`src/rtl/packet_rd_responder.sv`:
```
// Packet-memory read responder: fetches one or two BRAM words, returns big-endian right-justified data.
// Optional last-word cache enabled by defining LAST_WORD_CACHE_EN.
module packet_rd_responder #(
  parameter int PACKET_BYTE_ADDR_WIDTH = 12,
  parameter int PACKET_ADDR_WIDTH      = PACKET_BYTE_ADDR_WIDTH - 2
) (
  input  logic                              clk,
  input  logic                              rst,
  input  logic                              rd_en,
  input  logic [PACKET_BYTE_ADDR_WIDTH-1:0] byte_addr,
  input  logic [1:0]                        transfer_sz,
  input  logic [PACKET_BYTE_ADDR_WIDTH:0]   packet_len,
  input  logic                              cache_inv,
  output logic                              mem_ready,
  output logic [31:0]                       packet_data,
  output logic                              oob,
  output logic                              bram_rd_en,
  output logic [PACKET_ADDR_WIDTH-1:0]      bram_addr,
  input  logic [31:0]                       bram_rdata
);

  localparam int BW = PACKET_BYTE_ADDR_WIDTH;
  localparam int AW = PACKET_ADDR_WIDTH;

  typedef enum logic [2:0] {IDLE, ISSUE0, ISSUE1, CAPTURE, DONE} state_e;

  state_e        state_q, state_d;
  logic [AW-1:0] w_q, w_d;
  logic [1:0]    off_q, off_d;
  logic [2:0]    size_q, size_d;
  logic          straddle_q, straddle_d;
  logic          hit_q, hit_d;
  logic [31:0]   word0_q, word0_d;
  logic          mem_ready_q, mem_ready_d;
  logic [31:0]   packet_data_q, packet_data_d;
  logic          oob_q, oob_d;
  logic          bram_rd_en_q, bram_rd_en_d;
  logic [AW-1:0] bram_addr_q, bram_addr_d;

  logic [2:0]    req_size;
  logic [AW-1:0] req_w;
  logic [1:0]    req_off;
  logic          req_straddle;
  logic [BW+1:0] req_end;
  logic          req_oob;
  logic          req_hit;
  logic [31:0]   cached_word;

  always_comb begin
    unique case (transfer_sz)
      2'b00:   req_size = 3'd1;
      2'b01:   req_size = 3'd2;
      default: req_size = 3'd4;
    endcase
  end

  assign req_w        = byte_addr[BW-1:2];
  assign req_off      = byte_addr[1:0];
  assign req_straddle = ({1'b0, req_off} + req_size) > 3'd4;
  // Extra headroom bits so a request ending at the top of memory cannot wrap past packet_len.
  assign req_end      = {2'b00, byte_addr} + {{(BW-1){1'b0}}, req_size};
  assign req_oob      = req_end > {1'b0, packet_len};

`ifdef LAST_WORD_CACHE_EN
  logic          cache_valid_q, cache_valid_d;
  logic [AW-1:0] cache_w_q, cache_w_d;
  logic [31:0]   cache_data_q, cache_data_d;

  assign req_hit     = cache_valid_q && !cache_inv && (cache_w_q == req_w);
  assign cached_word = cache_data_q;

  // The entry always describes the last word pulled from BRAM; for a straddle that is word w+1.
  always_comb begin
    cache_valid_d = cache_valid_q;
    cache_w_d     = cache_w_q;
    cache_data_d  = cache_data_q;
    if (state_q == CAPTURE && !hit_q) begin
      cache_valid_d = 1'b1;
      cache_w_d     = straddle_q ? w_q + AW'(1) : w_q;
      cache_data_d  = bram_rdata;
    end
    if (cache_inv) cache_valid_d = 1'b0;
  end

  always_ff @(posedge clk or negedge rst) begin
    if (!rst) begin
      cache_valid_q <= 1'b0;
      cache_w_q     <= '0;
    end else begin
      cache_valid_q <= cache_valid_d;
      cache_w_q     <= cache_w_d;
    end
  end

  // NOTE: the data word needs no reset; cache_valid_q gates every use of it.
  always_ff @(posedge clk) begin
    cache_data_q <= cache_data_d;
  end
`else
  logic unused_cache_inv;
  assign unused_cache_inv = cache_inv;
  assign req_hit          = 1'b0;
  assign cached_word      = '0;
`endif

  // Assembly: select bytes off..off+size-1 of {word0, word1}, MSB first, then right-justify.
  logic [31:0] last_word;
  logic [63:0] cat;
  logic [5:0]  shamt;
  logic [63:0] shifted;
  logic [31:0] size_mask;
  logic [31:0] assembled;

  always_comb begin
    last_word = hit_q ? cached_word : bram_rdata;
    cat       = straddle_q ? {word0_q, last_word} : {last_word, 32'h0};
    shamt     = 6'd0 - ({1'b0, off_q, 3'b000} + {size_q, 3'b000});
    shifted   = cat >> shamt;
    unique case (size_q)
      3'd1:    size_mask = 32'h0000_00ff;
      3'd2:    size_mask = 32'h0000_ffff;
      default: size_mask = 32'hffff_ffff;
    endcase
    assembled = shifted[31:0] & size_mask;
  end

  // Outputs are registered and set from the next state, so they line up with the state they belong to.
  always_comb begin
    // NOTE: every signal gets a default first so no path through the case infers a latch.
    state_d       = state_q;
    w_d           = w_q;
    off_d         = off_q;
    size_d        = size_q;
    straddle_d    = straddle_q;
    hit_d         = hit_q;
    word0_d       = word0_q;
    mem_ready_d   = 1'b0;
    packet_data_d = packet_data_q;
    oob_d         = oob_q;
    bram_rd_en_d  = 1'b0;
    bram_addr_d   = bram_addr_q;

    unique case (state_q)
      IDLE: begin
        if (rd_en) begin
          w_d        = req_w;
          off_d      = req_off;
          size_d     = req_size;
          straddle_d = req_straddle;
          hit_d      = req_hit && !req_straddle && !req_oob;
          if (req_oob) begin
            state_d       = DONE;
            packet_data_d = '0;
            oob_d         = 1'b1;
            mem_ready_d   = 1'b1;
          end else if (req_hit && !req_straddle) begin
            state_d = CAPTURE;
          end else begin
            state_d      = ISSUE0;
            bram_rd_en_d = 1'b1;
            bram_addr_d  = req_w;
          end
        end
      end
      ISSUE0: begin
        if (straddle_q) begin
          state_d      = ISSUE1;
          bram_rd_en_d = 1'b1;
          bram_addr_d  = w_q + AW'(1);
        end else begin
          state_d = CAPTURE;
        end
      end
      ISSUE1: begin
        word0_d = bram_rdata;
        state_d = CAPTURE;
      end
      CAPTURE: begin
        packet_data_d = assembled;
        oob_d         = 1'b0;
        mem_ready_d   = 1'b1;
        state_d       = DONE;
      end
      DONE:    state_d = IDLE;
      default: state_d = IDLE;
    endcase
  end

  always_ff @(posedge clk or negedge rst) begin
    if (!rst) begin
      state_q       <= IDLE;
      w_q           <= '0;
      off_q         <= '0;
      size_q        <= 3'd1;
      straddle_q    <= 1'b0;
      hit_q         <= 1'b0;
      word0_q       <= '0;
      mem_ready_q   <= 1'b0;
      packet_data_q <= '0;
      oob_q         <= 1'b0;
      bram_rd_en_q  <= 1'b0;
      bram_addr_q   <= '0;
    end else begin
      // NOTE: non-blocking assignments keep every flop updating from pre-edge values.
      state_q       <= state_d;
      w_q           <= w_d;
      off_q         <= off_d;
      size_q        <= size_d;
      straddle_q    <= straddle_d;
      hit_q         <= hit_d;
      word0_q       <= word0_d;
      mem_ready_q   <= mem_ready_d;
      packet_data_q <= packet_data_d;
      oob_q         <= oob_d;
      bram_rd_en_q  <= bram_rd_en_d;
      bram_addr_q   <= bram_addr_d;
    end
  end

  assign mem_ready   = mem_ready_q;
  assign packet_data = packet_data_q;
  assign oob         = oob_q;
  assign bram_rd_en  = bram_rd_en_q;
  assign bram_addr   = bram_addr_q;

endmodule

```
`config.mk`:
```
export PLATFORM = sky130hd
export DESIGN_NAME = packet_rd_responder
export DESIGN_NICKNAME = d
export VERILOG_FILES = /design/src/rtl/packet_rd_responder.sv
export SDC_FILE = /design/constraint.sdc
export NUM_CORES = 1
export LEC_CHECK = 0
export ABC_AREA = 0
export ABC_CLOCK_PERIOD_IN_PS = 4550
export BUFFER_PORTS_ARGS = -buffer_cell sky130_fd_sc_hd__buf_2
export CAP_MARGIN = 20
export CORE_MARGIN = 8
export CORE_UTILIZATION = 50
export DETAILED_ROUTE_END_ITERATION = 8
export GPL_TIMING_DRIVEN = 0
export PLACE_DENSITY = 0.74
export SLEW_MARGIN = 20
export SYNTH_ARGS = -nofsm -noshare
export SYNTH_HDL_FRONTEND = slang
export SYNTH_SLANG_ARGS = --single-unit
export TNS_END_PERCENT = 10
```
`constraint.sdc`:
```
create_clock -name clk -period 4.55 [get_ports clk]
set_input_delay 0.455 -clock clk [delete_from_list [all_inputs] [get_ports clk]]
set_output_delay 0.455 -clock clk [all_outputs]
set_load 0.01 [all_outputs]
```
# Yosys cells after proc, flatten, opt, wreduce, memory -nomap -nowiden
# Index checks and enable logic that the tools add are counted.
op_classes:
  add_sub_neg: 5
  magnitude_cmp: 2
  eq_ne: 10
  shifts: 1
  mux: 24
  bitwise: 1
  reduce_logical: 7
op_table:
  columns: ["operator", "count"]
  rows:
  - ["$pmux W32 S2", 2]
  - ["$mux W32", 2]
  - ["$mux W64", 1]
  - ["$shr A64 B6 Y32", 1]
  - ["$and A32 B32 Y32", 1]
  - ["$mux W10", 3]
  - ["$pmux W10 S2", 1]
  - ["$add A12 B3 Y13", 1]
  - ["$gt A13 B13 Y1", 1]
  - ["$pmux W3 S4", 1]
  - ["$add A10 B1 Y10 const B", 1]
  - ["$eq A3 B2 Y1 const B", 3]
  - ["$mux W1", 8]
  - ["$ne A2 B2 Y1 const B", 4]
  - ["$add A5 B6 Y6", 1]
  - ["$eq A3 B1 Y1 const B", 2]
  - ["$mux W3", 2]
  - ["$pmux W1 S2", 3]
  - ["$pmux W3 S2", 1]
  - ["$sub A1 B6 Y6 const A", 1]
  - ["$reduce_and A4 Y1", 1]
  - ["$reduce_bool A2 Y1", 2]
  - ["$add A2 B3 Y3", 1]
  - ["$gt A3 B3 Y1 const B", 1]
  - ["other kinds (5)", 5]
word_totals:
  regBits: 96

# Longest topological paths before layout
# Gate-level depths: netlist of run 1.
logic_depth:
  ltp_word: 7
  ltp_mapped: 15
  ltp_nobuf: 14

# Least setup slack after synthesis of run 1
# OpenSTA, ideal clock, no wires.
synth_timing:
  kind: "input to register"
  start: "in transfer_sz[1]"
  end: "reg bram_addr_q[0] (netlist: bram_addr[0])"
  setup_ns: 0.125
  t_arrival_ns: 3.341
  required_time_ns: 4.425
  setup_slack_ns: 1.084
  path_stages: 15
  cell_sequence: "nor2_1 ha_1 inv_1 fa_1 o21ai_0 nand2_1 nor3_1 xor2_1 ha_1 nand4_1 or3_1 o31ai_4 nor2_2 buf_6 mux2_4"
synth_via:
  elab_chain_cells: 6
  elab_cells_between_ends: 7
  classes_between: "add/sub (1); order compare (1); eq/ne (2); mux (1); reduce/logical (2)"
synth_lines:
  columns: ["item", "line_no", "text"]
  rows:
  - ["start: declaration", "11", "input logic [1:0] transfer_sz,"]
  - ["$eq A2 B1 Y1 / $logic_not A2 Y1 (equally long branches)", "50", "unique case (transfer_sz)"]
  - ["$pmux W3 S2 *", "50", null]
  - ["$add A12 B3 Y13 *", "61", "assign req_end = {2'b00, byte_addr} + {{(BW-1){1'b0}}, req_size};"]
  - ["$gt A13 B13 Y1 *", "62", "assign req_oob = req_end > {1'b0, packet_len};"]
  - ["$ne A2 B2 Y1 (no source line) *", null, null]
  - ["$reduce_and A4 Y1 (no source line) *", null, null]
  - ["end signal: assignment", "216", "bram_addr_q <= bram_addr_d;"]
  - ["end: declaration", "38", "logic [AW-1:0] bram_addr_q, bram_addr_d;"]
# Mark *: on every way between the ends. The rest lies on a longest branch, timed or not.
# A chain may end at the register's enable or synchronous reset.

# Final worst setup path of run 1
layout_timing:
  start: "in transfer_sz[1]"
  end: "reg packet_data_q[17] (netlist: packet_data[17])"
layout_via:
  elab_chain_cells: 6
  elab_cells_between_ends: 7
  classes_between: "add/sub (1); order compare (1); eq/ne (2); mux (1); reduce/logical (2)"
layout_lines:
  columns: ["item", "line_no", "text"]
  rows:
  - ["$eq A2 B1 Y1 / $logic_not A2 Y1 (equally long branches)", "50", null]
  - ["$pmux W3 S2 *", "50", null]
  - ["named net req_size[0]", "40", "logic [2:0] req_size;"]
  - ["$add A12 B3 Y13 *", "61", null]
  - ["$gt A13 B13 Y1 *", "62", null]
  - ["$ne A2 B2 Y1 (no source line) *", null, null]
  - ["$reduce_and A3 Y1 (no source line) *", null, null]
  - ["end signal: assignment", "213", "packet_data_q <= packet_data_d;"]
  - ["end: declaration", "35", "logic [31:0] packet_data_q, packet_data_d;"]
# Mark *: on every way through the listed nets, which the timed path passes. The rest lies on a longest branch.

==> results of run 1 <==
-- layer usage --
metal | wire length, um | share of wire [%]
met1 | 8480 | 44
met2 | 9020 | 47
met3 | 1240 | 6.5
met4 | 341 | 1.8
met5 | 0 | 0
-- layout make-up --
| type | instances | area [um2] | share of cell area, % |
|---|---|---|---|
| buffer | 43 | 211 | 2.80 |
| clock buffer | 10 | 239 | 3.16 |
| clock inverter | 5 | 105 | 1.39 |
| inverter | 34 | 128 | 1.69 |
| multi-input combinational | 483 | 3700 | 48.9 |
| sequential | 96 | 2400 | 31.8 |
| tap | 172 | 215 | 2.85 |
| timing repair buffer | 105 | 554 | 7.34 |
-- cells by family after synthesis --
| kind of cell | count (synthesis) |
|---|---|
| muxes | 131 |
| xor gates and xnor gates | 24 |
| adders and majority gates | 20 |
| AOI/OAI and AO/OA | 150 |
| DFF | 96 |
| and+or+nand+nor | 158 |
| buffers and inverters | 77 |
-- sequential cells by signal (all words and copies together), names as in the netlist --
name / count
packet_data: 32
word0_q: 32
bram_addr: 10
w_q: 10
size_q: 3
state_q: 3
off_q: 2
bram_rd_en: 1
mem_ready: 1
oob: 1
straddle_q: 1
-- critical path: cells and delay by family --
family / cells / cell delay, ns
buffers and inverters: 3 / 0.57
XOR/XNOR: 1 / 0.19
adder cells (fa/ha/maj): 3 / 0.86
AND/OR/NAND/NOR: 4 / 0.74
AO/OA/AOI/OAI: 5 / 1.34
-- through the flow --
step	cells	setup WS, ns	instance area [um2]	hold slack (ns)	utilization (%)
after floorplan	656	1.08	6440	0.159	-
after detailed placement	933	0.350	7210	0.395	57.1
final	948	0.663	7550	0.00675	59.8
after CTS	948	0.677	7550	0.0230	59.8
after global placement	932	0.396	7170	0.482	56.9
after global routing	948	0.269	7550	0.0331	59.8
-- synthesized netlist by cell type, types with 5 or more instances --
| cell type | instances | share of area, % |
|---|---|---|
| xor2_1 | 9 | 1.2 |
| nand4_1 | 7 | 0.68 |
| nor3_1 | 5 | 0.39 |
| dfrtp_1 | 95 | 37 |
| mux2_2 | 58 | 10 |
| o2bb2ai_1 | 8 | 1.1 |
| nand2_1 | 55 | 3.2 |
| ha_1 | 19 | 3.7 |
| o221a_2 | 8 | 1.4 |
| xnor2_1 | 13 | 1.8 |
| o221ai_1 | 10 | 1.4 |
| clkbuf_1 | 20 | 1.2 |
| inv_1 | 33 | 1.9 |
| a22o_1 | 9 | 1.2 |
| o21ai_0 | 55 | 4.3 |
| o31ai_1 | 7 | 0.82 |
| mux2_4 | 9 | 2.1 |
| mux2i_1 | 56 | 8.7 |
| a21oi_1 | 42 | 3.3 |
| nand3_1 | 10 | 0.78 |
| nor2_1 | 64 | 3.7 |
| mux4_2 | 8 | 2.8 |
| buf_2 | 13 | 1.0 |
-- path summary, 6_finish.rpt --
kind	slack [ns]	end	from
worst max-delay path	0.66	packet_data[17]	transfer_sz[1]
worst min-delay path	0.007	bram_addr[6]	rst
worst max register to register	1.58	packet_data[7]	size_q[0]
worst min register to register	0.50	word0_q[13]	word0_q[13]
max in group asynchronous	3.89	size_q[0]	rst
min in group clk	0.35	off_q[1]	byte_addr[1]
-- cells in the final DEF (no fill, tap or decap), types with 5 or more instances in the layout --
master       n
nand3_1     10
mux2i_1     56
ha_1        19
buf_2      116
mux4_2       8
o31ai_1      7
inv_1       33
nor2_1      64
a21oi_1     42
o21ai_0     55
a22o_1       9
xnor2_1     13
clkbuf_1    20
o221a_2      8
clkbuf_16    9
nand4_1      7
xor2_1       9
o2bb2ai_1    8
mux2_2      58
nor3_1       5
dfrtp_1     95
mux2_4       9
o221ai_1    10
nand2_1     55
==> metrics.yaml, run 1 <==
setup_path:
  endpoint_kind: "flop"
  cp_cell_sequence: "buf_2 -> nor2_1 -> ha_1 -> inv_1 -> fa_1 -> o21ai_0 -> nand2_1 -> nor3_1 -> xor2_1 -> ha_1 -> nand4_1 -> o21bai_1 -> a2111oi_4 -> clkbuf_1 -> o21ai_0 -> o21ai_0"
  start_kind: "input port"
  ff2ff_path_depth: 10
  worstPathRequired_ns: 4.81
  slowest_stage: "a2111oi_4"
  path_class: "input port to flop"
  crit_path_max_fanout: 10
  cp_data_arrival_time_ns: 4.15
  cpPeakStageDelay_ns: 0.64
  cpMostUsedCell: "o21ai_0"
worst_hold_path:
  hp-class: "input port to async pin"
logic_synthesis:
  muxShareOfSynthArea_pct: 23.7
  synth_seq_area_share_pct: 37.3
  ys_warn_count: 0
  netlist_area_mm2: 0.00644
  synth.distinct_cells: 52
  synth-main-ff-cell: "dfrtp_1"
  yosys.area_share.xor_xnor_pct: 3.50
  synth_compound_area_share_pct: 15.2
  synth_simple_gate_area_share_pct: 11.0
  synth_edf_count: 0
  synth_top_family_by_area: "multiplexers"
  synthAdderAreaFrac_pct: 4.00
  syn_inst: 656
  synth_seq_cells: 96
  synth_nets: 739
  avgSynthCellArea_um2: 9.82
  ys_async_sr_fraction_pct: 100
floorplanning:
  die_w_um: 129
  rows: 41
  core_mm2: 0.0126
  initial_core_util_pct: 51.0
  die-area_mm2: 0.0168
  io_pins: 108
  die_h_um: 129
global_route:
  gr-usage-met2_pct: 37.9
  grt_usage_pct: 23.5
  grt_pass1_vias: 5712
  overflow: 0
  grtUsageMet1_pct: 30.7
  grt_first_pass_wirelength_mm: 30.7
  use_met3_pct: 5.51
  grt_max_degree: 57
  grt_antenna_before_repair: 0
  gr-max-usage-layer: "met2"
sta:
  setup_tns_ns: 0
  worst_slew_pin_slew_ns: 0.945
  hold_violations: 0
  fin_skew_ns: 0.00591
  clock.fmax_ghz: 0.257
  slew_headroom_pct: 36.9
  fin_crit_ns: 3.89
  min_period_over_period_pct: 85.4
  setup_viol: 0
  rsz0062_at_grt: "false"
  drv_slew: 0
cells_and_area:
  nets: 855
  n_antenna_cell: 0
  fillerInstances: 1125
  areaGrowthSynthToFinish_pct: 17.3
  drive_above_1_share_pct: 29.9
placement:
  numPortBuffers: 104
  place_hpwl_mm: 14.8
  gp_congestion: 0.897
cts:
  numCtsBuffers: 9
  cts_root_buf: "clkbuf_16"
  post_cts_buffers: 0
  ctsLongestPathBuffers: 2
  clk_pin_slew_ns: 0.07
  htreeDepth: 3
  cts_sinks: 96
  ctsHoldBuffers: 0
  postCtsResizedCells: 0
  cts_tree: "done"
  insertion_delay_ns: 0.35
detailed_routing:
  vias_per_cell: 5.83
  wire_per_inst_um: 20.1
  drtAntennaViolNets: 0
  vias: 5524
  wirelength_mm: 19.1
  drcViolationCount: 0
  drt-initial-drc-count: 369
  dr.pass1.iters: 5
outcome:
  run_status: "complete, no violations"
run:
  maxCapViolCount: 0
Power of run 1 is not shown: default switching activity piles up to over one toggle a cycle in this logic, so the estimate is an artifact.
==> run 2, diff against run 1 <==
CELL_PAD_IN_SITES_DETAIL_PLACEMENT = 1   (was default)
CELL_PAD_IN_SITES_GLOBAL_PLACEMENT = 1   (was default)
CORE_UTILIZATION = 48   (was 50)
PLACE_DENSITY = 0.89   (was 0.74)
==> run 2 against run 1 <==
  * Fmax fell by 2.9%
  * Critical endpoint is now packet_data[24]
  * Setup slack worse by 0.12 ns
  * Highest routed layer unchanged
  * Critical path depth fell by 1
  * First-iteration DRC count increased by 11%
  * Wire length grew 18%
  * Global-route usage is 3.0 points higher
  * Largest cell class unchanged
==> metrics.yaml, run 2 (synthesis results as in run 1) <==
detailed_routing:
  vias: 5730  # was 5524
  vias_per_cell: 6.01  # was 5.83
  drtAntennaViolNets: 0  # unchanged
  drt-initial-drc-count: 409  # was 369
  dr.pass1.iters: 5  # unchanged
  wirelength_mm: 22.5  # was 19.1 mm
  wire_per_inst_um: 23.6  # was 20.1 um
  drcViolationCount: 0  # unchanged
outcome:
  run_status: "complete, no violations"  # unchanged
floorplanning:
  core_mm2: 0.0132  # was 0.0126 mm2
  die_h_um: 132  # was 129 um
  rows: 42  # was 41
  die_w_um: 132  # was 129 um
  initial_core_util_pct: 48.8  # was 51.0%
  io_pins: 108  # unchanged
  die-area_mm2: 0.0174  # was 0.0168 mm2
sta:
  fin_skew_ns: 0.00699  # was 0.00591 ns
  slew_headroom_pct: 34.8  # was 36.9%
  worst_slew_pin_slew_ns: 0.974  # was 0.945 ns
  fin_crit_ns: 4.00  # was 3.89 ns
  rsz0062_at_grt: "false"  # unchanged
  setup_viol: 0  # unchanged
  min_period_over_period_pct: 88.0  # was 85.4%
  hold_violations: 0  # unchanged
  clock.fmax_ghz: 0.250  # was 0.257 GHz
  setup_tns_ns: 0  # unchanged
  drv_slew: 0  # unchanged
cts:
  numCtsBuffers: 9  # unchanged
  htreeDepth: 3  # unchanged
  postCtsResizedCells: 0  # unchanged
  cts_sinks: 96  # unchanged
  insertion_delay_ns: 0.36  # was 0.35 ns
  cts_root_buf: "clkbuf_16"  # unchanged
  cts_tree: "done"  # unchanged
  clk_pin_slew_ns: 0.07  # about the same
  ctsLongestPathBuffers: 2  # unchanged
placement:
  place_hpwl_mm: 17.5  # was 14.8 mm
  numPortBuffers: 104  # unchanged
  gp_congestion: 0.892  # was 0.897
  place_area_mm2: 0.00721  # about the same
  dp.cells: 937  # was 933
cells_and_area:
  nets: 856  # was 855
  areaGrowthSynthToFinish_pct: 17.1  # was 17.3%
  finalInstanceArea_mm2: 0.00754  # was 0.00755 mm2
  drive_above_1_share_pct: 29.9  # about the same
  fillerInstances: 1532  # was 1125
  most-common-layout-cells: "116 x buf_2, 95 x dfrtp_1, 64 x nor2_1"  # unchanged
  n_antenna_cell: 0  # unchanged
  final_common_cell: "buf_2"  # unchanged
  final_cells: 954  # was 948
global_route:
  grt_antenna_before_repair: 0  # unchanged
  grt_pass1_vias: 6474  # was 5712
  grt_max_degree: 63  # was 57
  grt_first_pass_wirelength_mm: 36.5  # was 30.7 mm
  grt_usage_pct: 26.4  # was 23.5%
  overflow: 0  # unchanged
setup_path:
  cp_data_arrival_time_ns: 4.26  # was 4.15 ns
  ff2ff_path_depth: 9  # was 10
  crit_path_max_fanout: 10  # unchanged
  path_class: "input port to flop"  # unchanged
  start_kind: "input port"  # unchanged
  endpoint_kind: "flop"  # unchanged
  worstPathRequired_ns: 4.81  # about the same
worst_hold_path:
  hp-class: "input port to flop"  # was input port to async pin
  holdPathStages: 3
run:
  maxCapViolCount: 0  # unchanged
[run 2: cell types whose count changed in the layout (fill, tap and decap cells not counted)]
cell | previous run | this run
bufinv_16 | 3 | 1
clkbuf_8 | 1 | 3
dlygate4sd3_1 | 0 | 1
clkinv_2 | 0 | 1
clkinvlp_4 | 2 | 1
clkinv_4 | 0 | 1
[run 2: worst paths after layout]
path	start	end	slack, ns
max in group asynchronous	rst	size_q[0]	3.34
min in group asynchronous	rst	bram_addr[7]	0.55
min	byte_addr[1]	off_q[1]	0.35
max reg2reg	size_q[1]	packet_data[22]	1.46
min reg2reg	oob	oob	0.49
max	transfer_sz[1]	packet_data[24]	0.55
[run 2: area by class of cell]
type                            count  area [um2]  share of cell area [%]
Multi-Input combinational cell    483        3700                    49.0
Sequential cell                    96        2400                    31.9
Timing Repair Buffer              106         564                    7.48
Clock buffer                       12         267                    3.53
Tap cell                          176         220                    2.92
Buffer                             43         211                    2.80
Inverter                           34         128                    1.69
Clock inverter                      4        51.3                   0.680
[run 2: repair_timing]
item | in CTS | in global routing
hold buffers | 1 | 0
hold endpoints to repair | 27 | 0
buffers inserted | 0 | 0
[run 2: worst max-delay path: stages]
cell	delay, ns
buf_2	0.14
nor2_1	0.16
ha_1	0.19
inv_1	0.06
fa_1	0.40
o21ai_0	0.26
nand2_1	0.22
xnor2_1	0.19
ha_1	0.34
a21oi_1	0.20
o221ai_1	0.25
a2111oi_4	0.73
clkbuf_1	0.40
o21ai_0	0.19
o31ai_1	0.10
[run 2: routing by layer]
layer	track usage [%]	up-vias	wire length, um	part of all wire [%]
met1	31.6	2920	9500	42
li1	-	2582	-	-
met4	10.5	0	737	3.3
met5	0	-	0	0
met2	45.4	184	11200	50
met3	5.68	44	1070	4.8
[run 2: metrics by stage]
stage | setup WS [ns] | hold WS [ns] | utilization, %
after floorplan | 1.08 | 0.159 | -
after detailed placement | 0.185 | 0.374 | 54.7
after global placement | 0.446 | 0.481 | 54.4
after global routing | 0.178 | 0.364 | 57.2
after CTS | 0.556 | 0.342 | 57.2
final | 0.545 | 0.354 | 57.2
Power of run 2 is left out for the same reason.
